## config.mk

```make
export PLATFORM = sky130hd
export DESIGN_NAME = main_mem_resp
export DESIGN_NICKNAME = d
export VERILOG_FILES = /design/src/rtl/main_mem_resp.sv
export SDC_FILE = /design/constraint.sdc
export NUM_CORES = 1
export LEC_CHECK = 0
export CAP_MARGIN = 25
export CORE_MARGIN = 1
export CORE_UTILIZATION = 65
export DETAILED_ROUTE_END_ITERATION = 8
export PLACE_DENSITY = 0.81
export RECOVER_POWER = 50
export SETUP_SLACK_MARGIN = 0.5
export SYNTH_ARGS = -nofsm -noshare
export SYNTH_HDL_FRONTEND = slang
export SYNTH_SLANG_ARGS = --single-unit
```

## constraint.sdc

```tcl
create_clock -name clock -period 7.7 [get_ports clock]
set_clock_uncertainty 0.15 [all_clocks]
set_input_delay 1.54 -clock clock [delete_from_list [all_inputs] [get_ports clock]]
set_output_delay 1.54 -clock clock [all_outputs]
set_load 0.02 [all_outputs]
```

## src/rtl/main_mem_resp.sv

```systemverilog
// Main-memory responder for the cache refill/write path: accepts one request,
// waits LATENCY cycles, performs the access and holds the response until taken.
module main_mem_resp #(
    parameter int LATENCY = 3,
    parameter int ADDR_W  = 5,
    parameter int DATA_W  = 8
) (
    input  logic              clock,
    input  logic              reset,
    input  logic              req,
    input  logic              req_we,
    input  logic [ADDR_W-1:0] req_addr,
    input  logic [DATA_W-1:0] req_data,
    output logic              req_ready,
    output logic              resp_valid,
    output logic [DATA_W-1:0] resp_data,
    input  logic              resp_ready,
    output logic              busy
);

    localparam int DEPTH = 1 << ADDR_W;

    typedef enum logic [1:0] {
        IDLE,
        WAIT,
        RESP
    } state_t;

    state_t              state;
    state_t              state_nxt;
    logic [3:0]          cnt;
    logic                cap_we;
    logic [ADDR_W-1:0]   cap_addr;
    logic [DATA_W-1:0]   cap_data;
    logic [DATA_W-1:0]   mem [DEPTH];
    logic                accept;
    logic                access;

    // NOTE: sequential state uses non-blocking assignments so every register
    // samples the pre-edge values regardless of statement order.
    always_ff @(posedge clock) begin
        if (reset) begin
            state <= IDLE;
        end else begin
            state <= state_nxt;
        end
    end

    // NOTE: every output of this block gets a default first, so no path can
    // leave a signal unassigned and infer a latch.
    always_comb begin
        state_nxt  = state;
        accept     = 1'b0;
        access     = 1'b0;
        req_ready  = 1'b0;
        resp_valid = 1'b0;
        busy       = 1'b0;
        case (state)
            IDLE: begin
                req_ready = 1'b1;
                if (req) begin
                    accept    = 1'b1;
                    state_nxt = WAIT;
                end
            end
            WAIT: begin
                busy = 1'b1;
                if (cnt == 4'd0) begin
                    access    = 1'b1;
                    state_nxt = RESP;
                end
            end
            RESP: begin
                busy       = 1'b1;
                resp_valid = 1'b1;
                if (resp_ready) begin
                    state_nxt = IDLE;
                end
            end
            default: state_nxt = IDLE;
        endcase
    end

    // NOTE: the array is deliberately reset to a known pattern, which forces
    // it into flops rather than a RAM macro.
    always_ff @(posedge clock) begin
        if (reset) begin
            cnt       <= 4'd0;
            cap_we    <= 1'b0;
            cap_addr  <= '0;
            cap_data  <= '0;
            resp_data <= '0;
            for (int i = 0; i < DEPTH; i++) begin
                mem[i] <= DATA_W'(32'h80 + 32'(i));
            end
        end else begin
            if (accept) begin
                cap_we   <= req_we;
                cap_addr <= req_addr;
                cap_data <= req_data;
                cnt      <= 4'(LATENCY - 1);
            end else if (state == WAIT && cnt != 4'd0) begin
                cnt <= cnt - 4'd1;
            end

            // A write commits only here and echoes its data as the response.
            if (access) begin
                if (cap_we) begin
                    mem[cap_addr] <= cap_data;
                    resp_data     <= cap_data;
                end else begin
                    resp_data <= mem[cap_addr];
                end
            end
        end
    end

endmodule

```

**Word level (Yosys, flattened, before mapping)**

Memory sizes are Yosys's and may differ from the RTL's. A register that Yosys moved wholly into a read port is not among the register bits.
Cells that the tools add are included.

- RAM bits: 256
- Memories: 1
- Logic and storage cells: 44
- ROM bits: 0
- Bits in latches: 0
- Output and inout bits: 11
- Register bits after elaboration: 20

- Mux-type cells: 22
- Div/mod/pow operators: 0
- Shifts and indexed selects: 0
- $add $sub $neg: 1
- Bitwise operators: 0
- Reduce and logical (&&, ||, !) cells: 9
- Equal/unequal tests: 5
- $lt $le $gt $ge: 0
- $mul: 0

Memories:

| memory | depth | width | read ports | clocked after Yosys merged registers in | wr ports | RTL line | text |
|---|---|---|---|---|---|---|---|
| mem | 32 | 8 | 1 | 1 | 32 | 35 | `logic [DATA_W-1:0] mem [DEPTH];` |

Operator list:

| operator | count |
|---|---|
| 1-bit 2-to-1 mux | 14 |
| 2-bit 2-to-1 mux | 5 |
| 8-bit 2-to-1 mux | 1 |
| 8-bit OR reduction | 1 |
| 2-bit inequality test (second input constant) | 3 |
| 2-bit one-hot mux with 3 select lines | 1 |
| 5-bit 2-to-1 mux | 1 |
| 4-bit zero test | 1 |
| 4-bit nonzero test | 1 |
| 2-bit OR reduction | 2 |
| 4-bit by 1-bit subtractor with 4-bit output (second input constant) | 1 |
| 3-bit AND reduction | 1 |
| 2-bit by 1-bit == test with 1-bit output (second input constant) | 1 |
| 2-bit == test (second input constant) | 1 |
| 2-bit zero test | 1 |
| 2-bit nonzero test | 1 |
| 1-bit logical AND | 1 |

**Longest topological paths before layout**

Gate-level depths: netlist (run 1).

- Depth after elaboration: 8
- Mapped depth: 10
- Depth with buffers taken out: 8

**Worst setup path before layout (run 1)**

OpenSTA, ideal clock, no wires.

- Kind: input -> register
- From: in reset
- To: mem mem[3][0], enable pin
- Arrival: 3.101 ns
- Library setup time: 0.375 ns
- Buffers on the path: 3
- Setup slack: 4.075 ns
- Data required time: 7.175 ns
- Stages on the path: 6
- Path through: buf_2 > nor4_4 > nand4_1 > clkbuf_1 > clkbuf_1 > o21bai_1

RTL lines:

| element | RTL line | text |
|---|---|---|
| start: declaration | 9 | `input logic reset,` |
| end: declaration | 35 |  |

==> reports/results.ini, run 1 <==
[run_status]
status=finished, violations left
violations=max-capacitance violations, max-slew violations

[synthesis]
yosysWarnings=0
synth-edff-count=256
ys_types=49
async_reset_ff_share_pct=0
synth_flop_cell=edfxtp_1
syn_area_mm2=0.01315
syn_nets=1006
synth-seq-cells=284
synthCells=983
synth.avg_cell_area_um2=13.38
yosysSeqAreaShare_pct=62.72

[routing]
drt-initial-drc-count=978
totalWireLength_mm=31.52
dr.max_layer_used=met4
drtPass1Iterations=6
routed-via-count=8438
route.detailed.drc=0
routedWlPerCell_um=25.34
ant_nets=0
wl_met1_mm=11.51
via_per_inst=6.783
routed-wl-met3_mm=3.181
met2_wirelength_mm=15.43

[critical_path]
crit_type=input pin to flip-flop
critPathCaptureType=flip-flop
crit_arrival_ns=5.74
start_kind=input pin
critPathMaxFanout=54
r2r_start=state[1]
cp.required_ns=7.73
reg2reg_slack_ns=2.76
r2r-end=mem[15][1]
reg2reg_depth=9

[floorplan]
coreArea_mm2=0.01965
dieWidth_um=144.2
num_rows=51
fp.dieH_um=144.2
ios=29
dieArea_mm2=0.02081
start_util_pct=66.91

[layout]
area_growth_pct=8.610
layoutNonFillerInstCount=1244
nets=982
n_fill_cell=1261
drive_gt1_share_pct=14.50
antennaDiodeCount=0
final_cell_area_mm2=0.01428

[cts]
cts_buffers=28
clockBufferDepth=3
clkSlewWorstSetupHoldPaths_ns=0.06
cts_resized=0
cts_tree=done
post_cts_buffers=0
postCtsHoldBufs=0
htreeDepth=1
cts_sinks=284
clock-root-buffer=clkbuf_16
clk_latency_ns=0.55

[job]
maxCapViolations=1

[place]
io_buffers=28
detailed_place.area_mm2=0.01342
post-dp-hpwl_mm=18.85
gp_congestion=0.9011
dp_cells=1192

[sta]
drv_slew=14
worstMarginPinSlew_ns=2.208
max_freq_mhz=175.3
setup_tns_ns=0
hold_violations=0
setup_viol_count_final=0
rsz0062_at_grt=no
relSlewSlack_pct=-48.56
finalCriticalPeriod_ns=5.705
finalCritPeriodShare_pct=74.10

[power_and_ir_drop]
cellLeakagePower_nw=4.181
cellPowerDensity_mw_per_mm2=265.2
peakVddDrop_mv=0.2022

[global_routing]
antenna_found_initial=0
grt_pass1_vias=8058
overflow=0
grt_pass1_wl_mm=47.20
grt_start_max_net_pins=55
grt_usage_pct=31.32

[worst_hold_path]
min_path_type=flip-flop to flip-flop
worstHoldEndpoint=resp_data[5]
min-delay-start=resp_data[5]
min_path_cells=2

[routing by layer]
metal | vias up | global-route usage [%]
li1 | 3653 | -
met1 | 4150 | 42.11
met2 | 543 | 51.11
met3 | 92 | 4.702
met4 | 0 | 14.02
met5 | - | 0
[layout by cell type (no fill, tap or decap), types with 6 or more instances in the layout]
cell type        instances
and3_1                   7
nor2_1                  46
clkinv_1                 7
dfxtp_1                 25
inv_1                   13
clkbuf_1                10
and2_1                  31
nand2b_1                 6
nor3_1                  80
and2_0                  28
nand3_1                 13
a21oi_1                 23
clkbuf_16               29
a31oi_1                  8
dlygate4sd3_1           12
or2_2                   24
a22oi_1                 12
buf_4                   13
o21ai_0                  9
or3_1                  104
edfxtp_1               256
mux2_2                   7
nand2_1                 74
mux2i_1                 12
clkdlybuf4s50_1         15
mux4_2                  53
[cell usage after synthesis (12+ instances only)]
| library cell | number | area [um2] |
|---|---|---|
| and2_1 | 59 | 369.1 |
| or2_2 | 26 | 162.7 |
| clkbuf_1 | 61 | 229.0 |
| nand3_1 | 13 | 65.06 |
| nor3_1 | 80 | 400.4 |
| a21oi_1 | 23 | 115.1 |
| edfxtp_1 | 256 | 7687 |
| a22oi_1 | 12 | 90.09 |
| buf_2 | 25 | 125.1 |
| nand2_1 | 74 | 277.8 |
| nor2_1 | 46 | 172.7 |
| dfxtp_1 | 28 | 560.5 |
| or3_1 | 104 | 650.6 |
| inv_1 | 13 | 48.80 |
| mux4_2 | 53 | 1194 |
| mux2i_1 | 12 | 120.1 |
[where the power goes]
group	switching, mW	leakage, nW	internal [mW]
logic	0.431	1.29	0.228
registers	0.0905	2.47	1.73
clock network	0.552	0.421	0.752
total	1.07	4.18	2.71
[state kept, by name, summed over array words and instances (netlist names)]
signal,flops
state,2
resp_data,8
cap_data,8
cap_we,1
cnt,4
cap_addr,5
mem,256
[metrics by stage]
stage	worst slack (ns)	util (%)	total power [mW]	hold slack, ns
floorplan	4.075	-	2.289	0.2991
global placement	3.045	68.26	2.494	0.2802
detailed placement	2.936	68.26	2.505	0.2830
CTS	3.445	72.65	3.781	0.2902
global route	1.755	72.68	3.898	0.3107
finish	1.995	72.68	3.788	0.2847
[critical path, cell delays in order]
cell and delay (ns):
buf_2 0.10, buf_4 0.31, nor4_1 1.78, nand2_1 0.14
nor3_1 0.24, clkbuf_1 0.77, nand3_1 0.37, nand2b_1 0.45
[final cells by class]
class | count | area [um2] | share of cell area, %
flip-flops and latches | 284 | 8254 | 57.79
clock buffers | 38 | 759.5 | 5.317
well taps | 265 | 331.6 | 2.321
inverters | 14 | 52.55 | 0.3679
clock inverters | 12 | 102.6 | 0.7183
repair buffers | 44 | 404.1 | 2.829
multi-input cells | 587 | 4379 | 30.66
[cells by family after synthesis]
family	share of synthesized area, %
AOI/OAI and AO/OA	3.558
xor gates and xnor gates	0.1332
adders and majority gates	0.4757
buffers and inverters	3.872
DFF	62.72
muxes	11.39
and+or+nand+nor	17.86
[worst max-delay path by stage]
| stage | endpoint | start | cells past startpoint | slack (ns) |
|---|---|---|---|---|
| after global routing | mem[15][1] | reset | 8 | 1.75 |
| after CTS | mem[8][3] | reset | 7 | 3.44 |
| after floorplan | mem[3][0] | reset | 6 | 4.07 |
| final | mem[15][1] | reset | 8 | 1.99 |
| after detailed placement | mem[0][1] | reset | 7 | 2.94 |
| after global placement | mem[0][4] | reset | 7 | 3.04 |
Note: power is estimated with default switching activity, not from simulation.
==> inputs of run 2 (changes only) <==
--- a/config.mk
+++ b/config.mk
@@ -7,9 +7,9 @@
 export LEC_CHECK = 0
 export CAP_MARGIN = 25
 export CORE_MARGIN = 1
-export CORE_UTILIZATION = 65
+export CORE_UTILIZATION = 62
 export DETAILED_ROUTE_END_ITERATION = 8
-export PLACE_DENSITY = 0.81
+export PLACE_DENSITY = 0.78
 export RECOVER_POWER = 50
 export SETUP_SLACK_MARGIN = 0.5
 export SYNTH_ARGS = -nofsm -noshare
==> constraint.sdc (replaced) <==
create_clock -name clock -period 5.31 [get_ports clock]
set_clock_uncertainty 0.15 [all_clocks]
set_input_delay 1.062 -clock clock [delete_from_list [all_inputs] [get_ports clock]]
set_output_delay 1.062 -clock clock [all_outputs]
set_load 0.02 [all_outputs]
==> run 2 against run 1 <==
Effect of this change:
- the run still ends with max-capacitance violations, max-slew violations left
- largest power group unchanged
- clock-buffer cell count fell by 5
- combinational power increased by 46%
- sequential cell count unchanged
- final cell count up 0.96%
- critical endpoint is now mem[11][6]
- clock power rose by 43%
- critical path depth decreased by 3
- hold slack gained 0.013 ns
==> reports/results.ini, run 2 (same netlist as run 1, synthesis figures left out) <==
[sta]
finalCritPeriodShare_pct=79.65
worst_slack_ns=1.080  ; -0.9142 ns
finalCriticalPeriod_ns=4.230
setup_tns_ns=0  ; unchanged
max_freq_mhz=236.4
drv_slew=81  ; +67
worstMarginPinSlew_ns=1.927  ; -0.2807 ns
hold_ws_ns=0.2973  ; +0.01263 ns
hold_violations=0  ; unchanged
rsz0062_at_grt=no
relSlewSlack_pct=-28.49  ; +20 points
setup_viol_count_final=0  ; unchanged

[critical_path]
crit_type=flip-flop to flip-flop
reg2reg_slack_ns=1.08  ; -1.68 ns
start_kind=flip-flop
r2r-end=mem[11][6]
cp_slowest_stage_delay_ns=1.01  ; -0.77 ns
critPathTopFamily=buffers and inverters
critical_path.cell_chain=clkbuf_2 -> nand4_1 -> clkbuf_1 -> nor2_1 -> or2_0
crit_buf_inv=2  ; -1
reg2reg_depth=5  ; -4
critPathCaptureType=flip-flop
r2r_start=cap_addr[0]
critPathMaxFanout=44  ; -19%
crit_arrival_ns=4.26  ; -1.48 ns
setup.worst_path.start=cap_addr[0]
slowest_stage=clkbuf_2
cp.required_ns=5.34  ; -2.39 ns

[routing]
drt-initial-drc-count=949  ; -3.0%
ant_nets=0  ; unchanged
totalWireLength_mm=32.19  ; +2.1%
route.detailed.drc=0  ; unchanged
routed-via-count=8347  ; -1.1%
routedWlPerCell_um=25.63  ; +1.2%
drtPass1Iterations=5  ; -1
via_per_inst=6.646  ; -2.0%

[floorplan]
fp.dieH_um=147.6  ; +2.4%
num_rows=52  ; +2.0%
start_util_pct=64.17  ; -2.7 points
coreArea_mm2=0.02049  ; +4.3%
ios=29  ; unchanged
dieArea_mm2=0.02180  ; +4.8%
dieWidth_um=147.6  ; +2.4%

[layout]
regMostFlops=mem
final_cell_mix=edfxtp_1 (256), or3_1 (104), nor3_1 (80)
final_common_cell=edfxtp_1
area_growth_pct=8.943
reg_top3=mem (256), cap_data (8), resp_data (8)
nets=987  ; +0.51%
n_fill_cell=1378  ; +9.3%
final_cell_area_mm2=0.01433  ; +0.31%
largest_register_ffs=256  ; unchanged
drive_gt1_share_pct=14.82  ; +0.32 points

[global_routing]
grt_pass1_vias=8212  ; +1.9%
antenna_found_initial=1  ; +1
grt_start_max_net_pins=54  ; -1.8%
overflow=0  ; unchanged
grt_pass1_wl_mm=48.85  ; +3.5%
grt_usage_pct=30.62  ; -0.70 points

[worst_hold_path]
min_path_type=flip-flop to flip-flop
min-delay-start=resp_data[5]
min_path_cells=2  ; unchanged
worstHoldEndpoint=resp_data[5]

[cts]
cts_tree=done
clk_latency_ns=0.55  ; about the same
clock-root-buffer=clkbuf_16
cts_resized=0  ; unchanged
postCtsHoldBufs=0  ; unchanged
post_cts_buffers=0  ; unchanged
htreeDepth=1  ; unchanged
clkSlewWorstSetupHoldPaths_ns=0.06  ; about the same
cts_buffers=29  ; +3.6%
clockBufferDepth=3  ; unchanged
cts_sinks=284  ; unchanged

[place]
gp_congestion=0.8307  ; -7.8%
io_buffers=28  ; unchanged
post-dp-hpwl_mm=19.48  ; +3.3%
pre_cts_ws_ns=1.365  ; -1.571 ns
detailed_place.area_mm2=0.01350  ; +0.62%

[run_status]
violations=max-capacitance violations, max-slew violations
status=finished, violations left

[power_and_ir_drop]
cellPowerDensity_mw_per_mm2=383.4  ; +45%
peakVddDrop_mv=0.2954  ; +46%
cellLeakagePower_nw=4.195  ; +0.33%

[job]
maxCapViolations=2  ; +1

run 2: report_power, final:
group	switching (mW)	internal (mW)	leakage [nW]
Clock	0.821	1.04	0.420
Sequential	0.150	2.52	2.47
Combinational	0.623	0.341	1.30
run 2: tightest hold or removal path, cell delays in order, from the launching register on:
cell	delay, ns
dfxtp_1	0.32
nand2_1	0.05
nand2_1	0.04
run 2: final cells by class:
type	instances	area (um2)	area share, %
sequential	284	8257	57.63
multi-input combinational	587	4388	30.63
clock buffer	33	740.7	5.170
timing repair buffer	48	431.7	3.013
tap	270	337.8	2.358
clock inverter	19	117.6	0.8209
inverter	14	52.55	0.3668
antenna	1	2.502	0.01747
run 2: worst max-delay path by stage:
stage | end | cells past startpoint | slack, ns
global placement | mem[21][7] | 5 | 1.47
floorplan | mem[3][0] | 6 | 2.16
detailed placement | mem[25][5] | 5 | 1.36
CTS | mem[1][5] | 7 | 1.78
global route | mem[16][6] | 8 | 0.75
finish | mem[11][6] | 5 | 1.08
run 2: per-layer routing:
layer | global-route usage, % | wire length, um | vias to the layer above
met1 | 42.23 | 12380 | 4151
met4 | 12.32 | 1350 | 0
met3 | 6.142 | 2932 | 86
met2 | 48.33 | 15540 | 448
met5 | 0 | 0 | -
li1 | - | - | 3662
run 2: metrics by stage:
stage	std cells	utilization [%]	power [mW]
3_3_place_gp	1202	65.73	3.645
6_report	1256	69.91	5.494
5_1_grt	1255	69.90	5.658
4_1_cts	1255	70.05	5.495
3_5_place_dp	1203	65.87	3.668
2_1_floorplan	983	-	3.319
==> inputs of run 3 (changes only) <==
--- a/config.mk
+++ b/config.mk
@@ -7,9 +7,9 @@
 export LEC_CHECK = 0
 export CAP_MARGIN = 25
 export CORE_MARGIN = 1
-export CORE_UTILIZATION = 62
+export CORE_UTILIZATION = 56
 export DETAILED_ROUTE_END_ITERATION = 8
-export PLACE_DENSITY = 0.78
+export PLACE_DENSITY = 0.74
 export RECOVER_POWER = 50
 export SETUP_SLACK_MARGIN = 0.5
 export SYNTH_ARGS = -nofsm -noshare
==> constraint.sdc (replaced) <==
create_clock -name clock -period 3.7 [get_ports clock]
set_clock_uncertainty 0.15 [all_clocks]
set_input_delay 0.74 -clock clock [delete_from_list [all_inputs] [get_ports clock]]
set_output_delay 0.74 -clock clock [all_outputs]
set_load 0.02 [all_outputs]
==> run 3 against run 2 <==
Effect of this change:
- the flow now finishes without violations
- via count decreased by 1.4%
- clock-buffer cell count increased by 8
- combinational power rose by 34%
- largest cell class unchanged
- utilization down 6.9 points
- worst setup slack got worse by 0.55 ns
==> reports/results.ini, run 3 (same netlist as run 1, synthesis figures left out) <==
[global_routing]
grt_usage_pct=27.32  ; -3.3 points
overflow=0  ; unchanged
grt.busiest_layer=met2
use_met1_pct=39.89  ; -2.3 points
grt_pass1_wl_mm=48.58  ; -0.55%
antenna_found_initial=0  ; -1
grt_pass1_vias=7998  ; -2.6%
met3_usage_pct=5.599  ; -0.54 points
grt_util_met2_pct=40.58  ; -7.7 points
grt_start_max_net_pins=54  ; unchanged

[critical_path]
setup.worst_path.start=state[1]
crit_arrival_ns=3.27  ; -0.99 ns
start_kind=flip-flop
r2r_start=state[1]
reg2reg_slack_ns=0.53  ; -0.55 ns
critPathMaxFanout=47  ; +6.8%
critPathCaptureType=flip-flop
critical_path.cell_chain=inv_1 -> ha_1 -> nand2_1 -> nor4_1 -> buf_4 -> nand4_4 -> clkbuf_2 -> nor2_1 -> or2_2
crit_type=flip-flop to flip-flop
cp.required_ns=3.80  ; -1.54 ns
slowest_stage=clkbuf_2
cp_slowest_stage_delay_ns=0.63  ; -0.38 ns

[layout]
largest_register_ffs=256  ; unchanged
antennaDiodeCount=0  ; -1
area_growth_pct=9.514
layoutNonFillerInstCount=1304  ; +3.8%
final_common_cell=edfxtp_1
final_cell_mix=edfxtp_1 (256), or3_1 (104), nor3_1 (80)
drive_gt1_share_pct=15.34  ; +0.52 points
reg_top3=mem (256), cap_data (8), resp_data (8)
regMostFlops=mem
nets=994  ; +0.71%

[run_status]
status=finished clean

[floorplan]
num_rows=55  ; +5.8%
start_util_pct=57.56  ; -6.6 points
coreArea_mm2=0.02285  ; +11%
fp.dieH_um=155.2  ; +5.2%
dieWidth_um=155.2  ; +5.2%
dieArea_mm2=0.02410  ; +11%
ios=29  ; unchanged

[sta]
finalCriticalPeriod_ns=3.172  ; -1.057 ns
max_freq_mhz=315.2  ; +33%
drv_slew=0  ; -100%
worstMarginPinSlew_ns=1.080  ; -0.8474 ns
hold_violations=0  ; unchanged
rsz0062_at_grt=no
relSlewSlack_pct=28.00  ; +56 points
setup_tns_ns=0  ; unchanged
setup_viol_count_final=0  ; unchanged
finalCritPeriodShare_pct=85.74  ; +6.1 points

[routing]
drtPass1Iterations=6  ; +1
totalWireLength_mm=31.90  ; -0.93%
routed-via-count=8232  ; -1.4%
drt-initial-drc-count=1204  ; +27%
via_per_inst=6.313  ; -5.0%
routedWlPerCell_um=24.46  ; -4.6%
route.detailed.drc=0  ; unchanged
ant_nets=0  ; unchanged

[worst_hold_path]
min-delay-start=resp_data[5]
min_path_type=flip-flop to flip-flop

[place]
post-dp-hpwl_mm=20.27  ; +4.1%
io_buffers=28  ; unchanged
gp_congestion=0.9361  ; +13%
dp_cells=1253  ; +4.2%

[cts]
clockBufferDepth=3  ; unchanged
htreeDepth=1  ; unchanged
post_cts_buffers=0  ; unchanged
clock-root-buffer=clkbuf_16
clkSlewWorstSetupHoldPaths_ns=0.06  ; about the same
cts_resized=0  ; unchanged
clk_latency_ns=0.56  ; about the same
postCtsHoldBufs=0  ; unchanged
cts_sinks=284  ; unchanged
cts_buffers=29  ; unchanged
cts_tree=done

[power_and_ir_drop]
peakVddDrop_mv=0.3690  ; +25%
cellPowerDensity_mw_per_mm2=550.6  ; +44%
cellLeakagePower_nw=4.207  ; +0.28%

[job]
maxCapViolations=0  ; -2

## run 3: worst paths after layout
path / depth (start not counted) / end
setup / recovery: 9 / mem[25][0]
hold / removal: 2 / resp_data[5]
setup reg to reg: 9 / mem[25][0]
hold reg to reg: 2 / resp_data[5]
## run 3: report_power, final
part | leakage, nW | switching (mW) | total (mW) | internal, mW
combinational | 1.30 | 0.803 | 1.29 | 0.483
clock | 0.431 | 1.18 | 2.74 | 1.57
sequential | 2.48 | 0.290 | 3.90 | 3.61
total | 4.21 | 2.27 | 7.93 | 5.66
## run 3: layer usage
layer / share of wire (%) / vias to the layer above
met3: 11 / 92
met2: 45 / 467
met4: 3.8 / 0
met5: 0 / -
met1: 41 / 4011
li1: - / 3662
## run 3: area by class of cell
type,instances,area (um2)
repair buffers,55,445.4
fillers,1684,8444
multi-input cells,587,4373
inverters,14,52.55
clock buffers,41,800.8
clock inverters,10,77.57
flip-flops and latches,284,8262
well taps,313,391.6
## run 3: per-stage QoR
stage | power [mW] | setup slack [ns] | cell area (um2) | util [%] | hold slack, ns
after global routing | 8.164 | 0.2846 | 14400 | 63.04 | 0.3134
after CTS | 7.943 | 0.8351 | 14460 | 63.27 | 0.2991
after detailed placement | 5.255 | 0.7095 | 13580 | 59.43 | 0.2867
after global placement | 5.227 | 0.7634 | 13580 | 59.43 | 0.2806
after floorplan | 4.764 | 0.8746 | 13150 | - | 0.2991
final | 7.930 | 0.5277 | 14400 | 63.04 | 0.2922
## run 3: critical path: cells and delay by family, from the launching register on
| kind | cells | cell delay [ns] |
|---|---|---|
| AND/OR/NAND/NOR | 5 | 1.12 |
| buffers and inverters | 3 | 1.02 |
| adder cells (fa/ha/maj) | 1 | 0.23 |
| flip-flops | 1 | 0.31 |
